[config.mk]
export PLATFORM = sky130hd
export DESIGN_NAME = itm_lane
export DESIGN_NICKNAME = d
export VERILOG_FILES = /design/src/rtl/intersection_traffic_model.sv
export SDC_FILE = /design/constraint.sdc
export NUM_CORES = 1
export LEC_CHECK = 0
export CAP_MARGIN = 20
export CORE_ASPECT_RATIO = 1.1
export CORE_MARGIN = 4
export CORE_UTILIZATION = 52
export DETAILED_ROUTE_END_ITERATION = 10
export PLACE_DENSITY = 0.73
export SLEW_MARGIN = 10
export SYNTH_ARGS = -nofsm -noshare
export SYNTH_HDL_FRONTEND = slang
export SYNTH_SLANG_ARGS = --single-unit
[constraint.sdc]
create_clock -name clk -period 4.25 [get_ports clk]
set_clock_uncertainty 0.05 [all_clocks]
set_input_delay 1.275 -clock clk [delete_from_list [all_inputs] [get_ports clk]]
set_output_delay 1.275 -clock clk [all_outputs]
set_load 0.1 [all_outputs]
[src/rtl/intersection_traffic_model.sv]


// One approach: queue counter, green-age discharge gate, wait/starve timer, sequence check.
module itm_lane #(
  parameter int QW          = 4,
  parameter int START_DELAY = 1,
  parameter int MAX_WAIT    = 64
) (
  input  logic          clk,
  input  logic          reset,
  input  logic          arrive,
  input  logic [1:0]    light,
  output logic [QW-1:0] q,
  output logic          depart,
  output logic          overflow,
  output logic          seq_err,
  output logic          starve
);
  localparam logic [1:0] RED = 2'd0, YELLOW = 2'd1, GREEN = 2'd2;
  localparam int GW = $clog2(START_DELAY + 2);
  localparam int WW = $clog2(MAX_WAIT + 2);
  localparam logic [GW-1:0] SD   = GW'(START_DELAY);
  localparam logic [WW-1:0] MW   = WW'(MAX_WAIT);
  localparam logic [QW-1:0] QMAX = '1;

  logic [GW-1:0] green_age;
  logic [WW-1:0] wait_cnt;
  logic [1:0]    prev_color;
  logic          green, red, legal;

  assign green  = (light == GREEN);
  assign red    = (light == RED);
  assign depart = green && (green_age >= SD) && (q != '0);

  always_comb begin
    legal = 1'b0;
    case ({prev_color, light})
      {RED, RED}, {RED, GREEN}, {GREEN, GREEN},
      {GREEN, YELLOW}, {YELLOW, YELLOW}, {YELLOW, RED}: legal = 1'b1;
      default: legal = 1'b0;
    endcase
  end

  always_ff @(posedge clk) begin
    if (!reset) begin
      q          <= '0;
      green_age  <= '0;
      wait_cnt   <= '0;
      prev_color <= RED;
      overflow   <= 1'b0;
      seq_err    <= 1'b0;
      starve     <= 1'b0;
    end else begin
      if (!green)               green_age <= '0;
      else if (green_age != SD) green_age <= green_age + 1'b1;

      if ((q != '0) && red) begin
        if (wait_cnt != MW) wait_cnt <= wait_cnt + 1'b1;
      end else begin
        wait_cnt <= '0;
      end

      starve     <= starve | (wait_cnt == MW);
      seq_err    <= seq_err | !legal;
      prev_color <= light;

      // simultaneous arrive and depart leave the count alone
      if (arrive && !depart) begin
        if (q == QMAX) overflow <= 1'b1;
        else           q <= q + 1'b1;
      end else if (!arrive && depart) begin
        q <= q - 1'b1;
      end
    end
  end
endmodule

* Yosys cells after proc, flatten, opt, wreduce, memory -nomap -nowiden
Index checks and enable logic that the tools add are counted.
** Storage, ports and cells
- Output and inout port bits :: 8
- Memory bits (read-only) :: 0
- Input port bits :: 5
- Latch bits :: 0
- Memories :: 0
- Register bits after elaboration :: 18
- RAM bits :: 0
** Operators by class
- Bitwise gates (word level) :: 2
- $add $sub $neg :: 4
- Reduce and logical (&&, ||, !) cells :: 17
- Shift operators :: 0
- $lt $le $gt $ge :: 1
- Divide/modulo/power cells :: 0
- Equality and inequality tests :: 11
- Multiply operators :: 0
- Muxes and demuxes :: 4
** Operators by type and width (count)
- 4-bit == test, second input constant :: 3
- 4-bit 2-to-1 mux :: 3
- 4-bit by 3-bit == test with 1-bit output, second input constant :: 2
- 2-bit AND reduction :: 4
- 7-bit by 1-bit adder with 7-bit output, second input constant :: 1
- 7-bit == test, second input constant :: 1
- 7-bit inequality test, second input constant :: 1
- 6-bit OR reduction :: 1
- 1-bit logical AND :: 5
- 4-bit by 1-bit adder with 4-bit output, second input constant :: 1
- 4-bit by 2-bit == test with 1-bit output, second input constant :: 1
- 4-bit logical NOT :: 1
- 4-bit nonzero test :: 1
- 4-bit by 1-bit subtractor with 4-bit output, second input constant :: 1
- 1-bit logical NOT :: 3
- 2-bit by 1-bit adder with 2-bit output, second input constant :: 1
- 2-bit == test, second input constant :: 1
- 2-bit by 1-bit >= comparator with 1-bit output, second input constant :: 1
- 2-bit logical NOT :: 1
- 2-bit by 1-bit inequality test with 1-bit output, second input constant :: 1
- 2-bit inequality test, second input constant :: 1
- 1-bit OR :: 2
- 2-bit nonzero test :: 1
- 1-bit 2-to-1 mux :: 1

* Longest topological paths before layout
- Word-level depth :: 7
- Mapped depth :: 9
- Mapped depth without buffers :: 9

* Least setup slack after synthesis
Ideal clock, no wire load.
- Kind :: input port to output port
- Start :: input light[0]
- End :: output depart
- Data arrival time :: 2971 ps
- Stages on the path :: 2
- Path slack :: -46 ps
- Path through :: or3b_4 > nor2_1
** On the way
- Longest elaborated chain between the ends :: 3
** Ends and longest elaborated chain
- from (decl) :: RTL line 12 : input logic [1:0] light,
- 2-bit == test :: RTL line 31 : assign green = (light == GREEN);
- 1-bit logical AND (2 in a row) :: RTL line 33 : assign depart = green && (green_age >= SD) && (q != '0);
- to (decl) :: RTL line 14 : output logic depart,
No other way between the ends.

* Worst setup path in the final report
- Start :: input light[1]
- End :: output depart
The elaborated chain is that of the path after synthesis.

==> flow_summary.yaml <==
status:
  outcome: "completed"
global_routing:
  antenna_found_initial: 0
  grt_pass1_wl_mm: 2.79
  grt-busiest-layer: "met2"
  grt_use_total_pct: 13.9
  grt_use_met2_pct: 25.9
  grt_start_max_net_pins: 11
  grt_overflow_total: 0
  met3_usage_pct: 2.56
  grt_pass1_vias: 672
  use_met1_pct: 16.2
worst_setup_path:
  end_kind: "primary output"
  reg2reg_depth: 9
  slowest_delay_ps: 540
  timing.reg2reg.setup_slack_ps: 1630
  cp_num_buf_inv: 2
  cp_data_arrival_time_ps: 2610
  path_class: "in -> out"
  crit_start: "light[1]"
  cp_max_fo: 6
  setup.worst_path.end: "depart"
  crit_family: "buffers and inverters"
  cp_num_cells: 4
  worst_ep_required_time_ps: 2920
  critPathLaunchType: "input port"
  r2r-start: "green_age[0]"
  crit_chain: "clkdlybuf4s50_1, or3b_4, nor2_2, buf_12"
  cp_slowest_cell: "clkdlybuf4s50_1"
  rr_endpoint: "q[3]"
timing:
  slew_violations: 0
  hold_violations: 0
  fin_crit_sh_pct: 92.6
  fin_crit_ps: 3940
  fin_tns_setup_ps: 0
  holdWs_ps: 400
  tightest_slew_ps: 974
  setup_violations: 0
  rsz0062_at_grt: "false"
  max_freq_mhz: 254
  relSlewSlack_pct: 34.9
die:
  die_area_um2: 2560
  rows: 15
  core_um2: 1630
  ios: 13
  start_util_pct: 57.8
  dieWidth_um: 48.6
  die_h_um: 52.7
yosys:
  yosysTopAreaCell: "dfxtp_1"
  syn_area_um2: 943
  synthesis.nets: 107
  synth_top_area_share_pct: 38.2
  ys_seq_area_share_pct: 38.2
  synth_area_leaders: "dfxtp_1, ha_1, nor2_1, xnor2_1, xor2_1"
  synth_cell_types: 34
  synth-warning-count: 0
  syn-instance-count: 95
  ys_seq_elements: 18
  syn_area_per_cell_um2: 9.93
placed_design:
  globalplace.congestion: 0.744
  postPlaceCellArea_um2: 1100
  io_buffers: 12
  dp_cells: 125
  dpl.hpwl_mm: 1.29
clocking:
  post_cts_resized: 0
  cts_buffer_depth: 2
  cts-root-buf: "clkbuf_4"
  cts.sinks: 18
  tritoncts: "done"
  cts_max_level: 1
  clkSlewWorstSetupHoldPaths_ps: 90
  postCtsSetupRepairBufs: 0
  cts_buffers: 3
  cts.hold.buffers_added: 0
  clk_latency_ps: 280
final_layout:
  fin_area_um2: 1140
  most-common-layout-cells: "dfxtp_1, clkdlybuf4s50_1, nor2_1"
  layout-drive-gt1-share_pct: 16.1
  final_common_cell: "dfxtp_1"
  area_growth_pct: 20.7
  antenna_cells: 0
  instances_no_fill: 129
  nNetsFinal: 125
routing:
  ant_nets: 0
  drc_errors: 0
  wl_mm: 1.60
  vias: 676
  firstDrtPassIters: 3
  via_per_inst: 5.24
  wl_per_cell_um: 12.4
  dr.first_iter.drc_count: 9
power_and_ir_drop:
  power.leakage_nw: 0.453
  power_density_nw_per_um2: 343
  power_mw: 0.390
  peakVddDrop_mv: 0.249
run:
  drv_cap: 0
worst_hold_path:
  hold_class: "reg -> reg"
## power breakdown
| part | switching, mW | internal (mW) | total (mW) |
|---|---|---|---|
| combinational | 0.0661 | 0.0362 | 0.102 |
| clock | 0.0486 | 0.0521 | 0.101 |
| sequential | 0.0114 | 0.176 | 0.187 |
| total | 0.126 | 0.264 | 0.390 |
## cells in the mapped netlist
cell,instances
dfxtp_1,18
nor2_1,10
inv_1,8
ha_1,6
nor3_1,6
a21oi_1,5
nand2_1,4
xnor2_1,4
xor2_1,4
mux2i_1,3
nand3_1,3
mux2_2,2
a21boi_1,1
a21o_1,1
and2_1,1
and3_1,1
fa_1,1
mux2i_4,1
nand2b_1,1
nand2b_4,1
nand3b_1,1
nand4_1,1
nor3_4,1
nor4_4,1
nor4b_1,1
o211a_4,1
o211ai_1,1
o21a_1,1
o21ai_0,1
o21ai_1,1
o22ai_1,1
or3_4,1
or3b_4,1
or4_4,1
## state kept, by name (all words and copies together) (netlist names)
signal and count:
prev_color 2, overflow 1, starve 1, q 4, seq_err 1, wait_cnt 7, green_age 2
## area by class of cell
| type | instances | area, um2 |
|---|---|---|
| Sequential cell | 18 | 360 |
| Timing Repair Buffer | 13 | 135 |
| Multi-Input combinational cell | 69 | 556 |
| Tap cell | 17 | 21.3 |
| Clock buffer | 4 | 36.3 |
| Inverter | 8 | 30.0 |
| Fill cell | 145 | 494 |
## per-stage QoR
step / setup WS (ps) / utilization, %
floorplan: 420 / -
global placement: 324 / 67.5
detailed placement: 323 / 67.5
CTS: 314 / 69.7
global route: 253 / 69.7
finish: 313 / 69.7
## layer usage
| metal | share of wire [%] | routed length [um] |
|---|---|---|
| met2 | 50 | 806 |
| met1 | 46 | 745 |
| met4 | 0.75 | 12 |
| met5 | 0 | 0 |
| met3 | 2.4 | 38 |
## cells by family after synthesis
kind of cell / after synthesis / share of synthesized area [%]
multiplexers: 6 / 7.96
buffers and inverters: 8 / 3.18
adder cells (fa/ha/maj): 7 / 10.1
flip-flops: 18 / 38.2
AND/OR/NAND/NOR: 35 / 23.7
AO/OA/AOI/OAI: 13 / 9.42
XOR/XNOR: 8 / 7.43
## how the worst min path moves through the flow
| stage | end | start | slack, ps | cells past startpoint |
|---|---|---|---|---|
| global route | starve | starve | 430 | 2 |
| finish | starve | starve | 400 | 2 |
| CTS | starve | starve | 410 | 2 |
| floorplan | wait_cnt[6] | wait_cnt[6] | 430 | 2 |
| global placement | starve | starve | 390 | 2 |
| detailed placement | starve | starve | 400 | 2 |
## worst min-delay path: stages (launching register included)
cell and delay [ps]:
dfxtp_1 320, inv_1 40, a21oi_1 50
No activity file was read; power rests on OpenSTA's default activity.
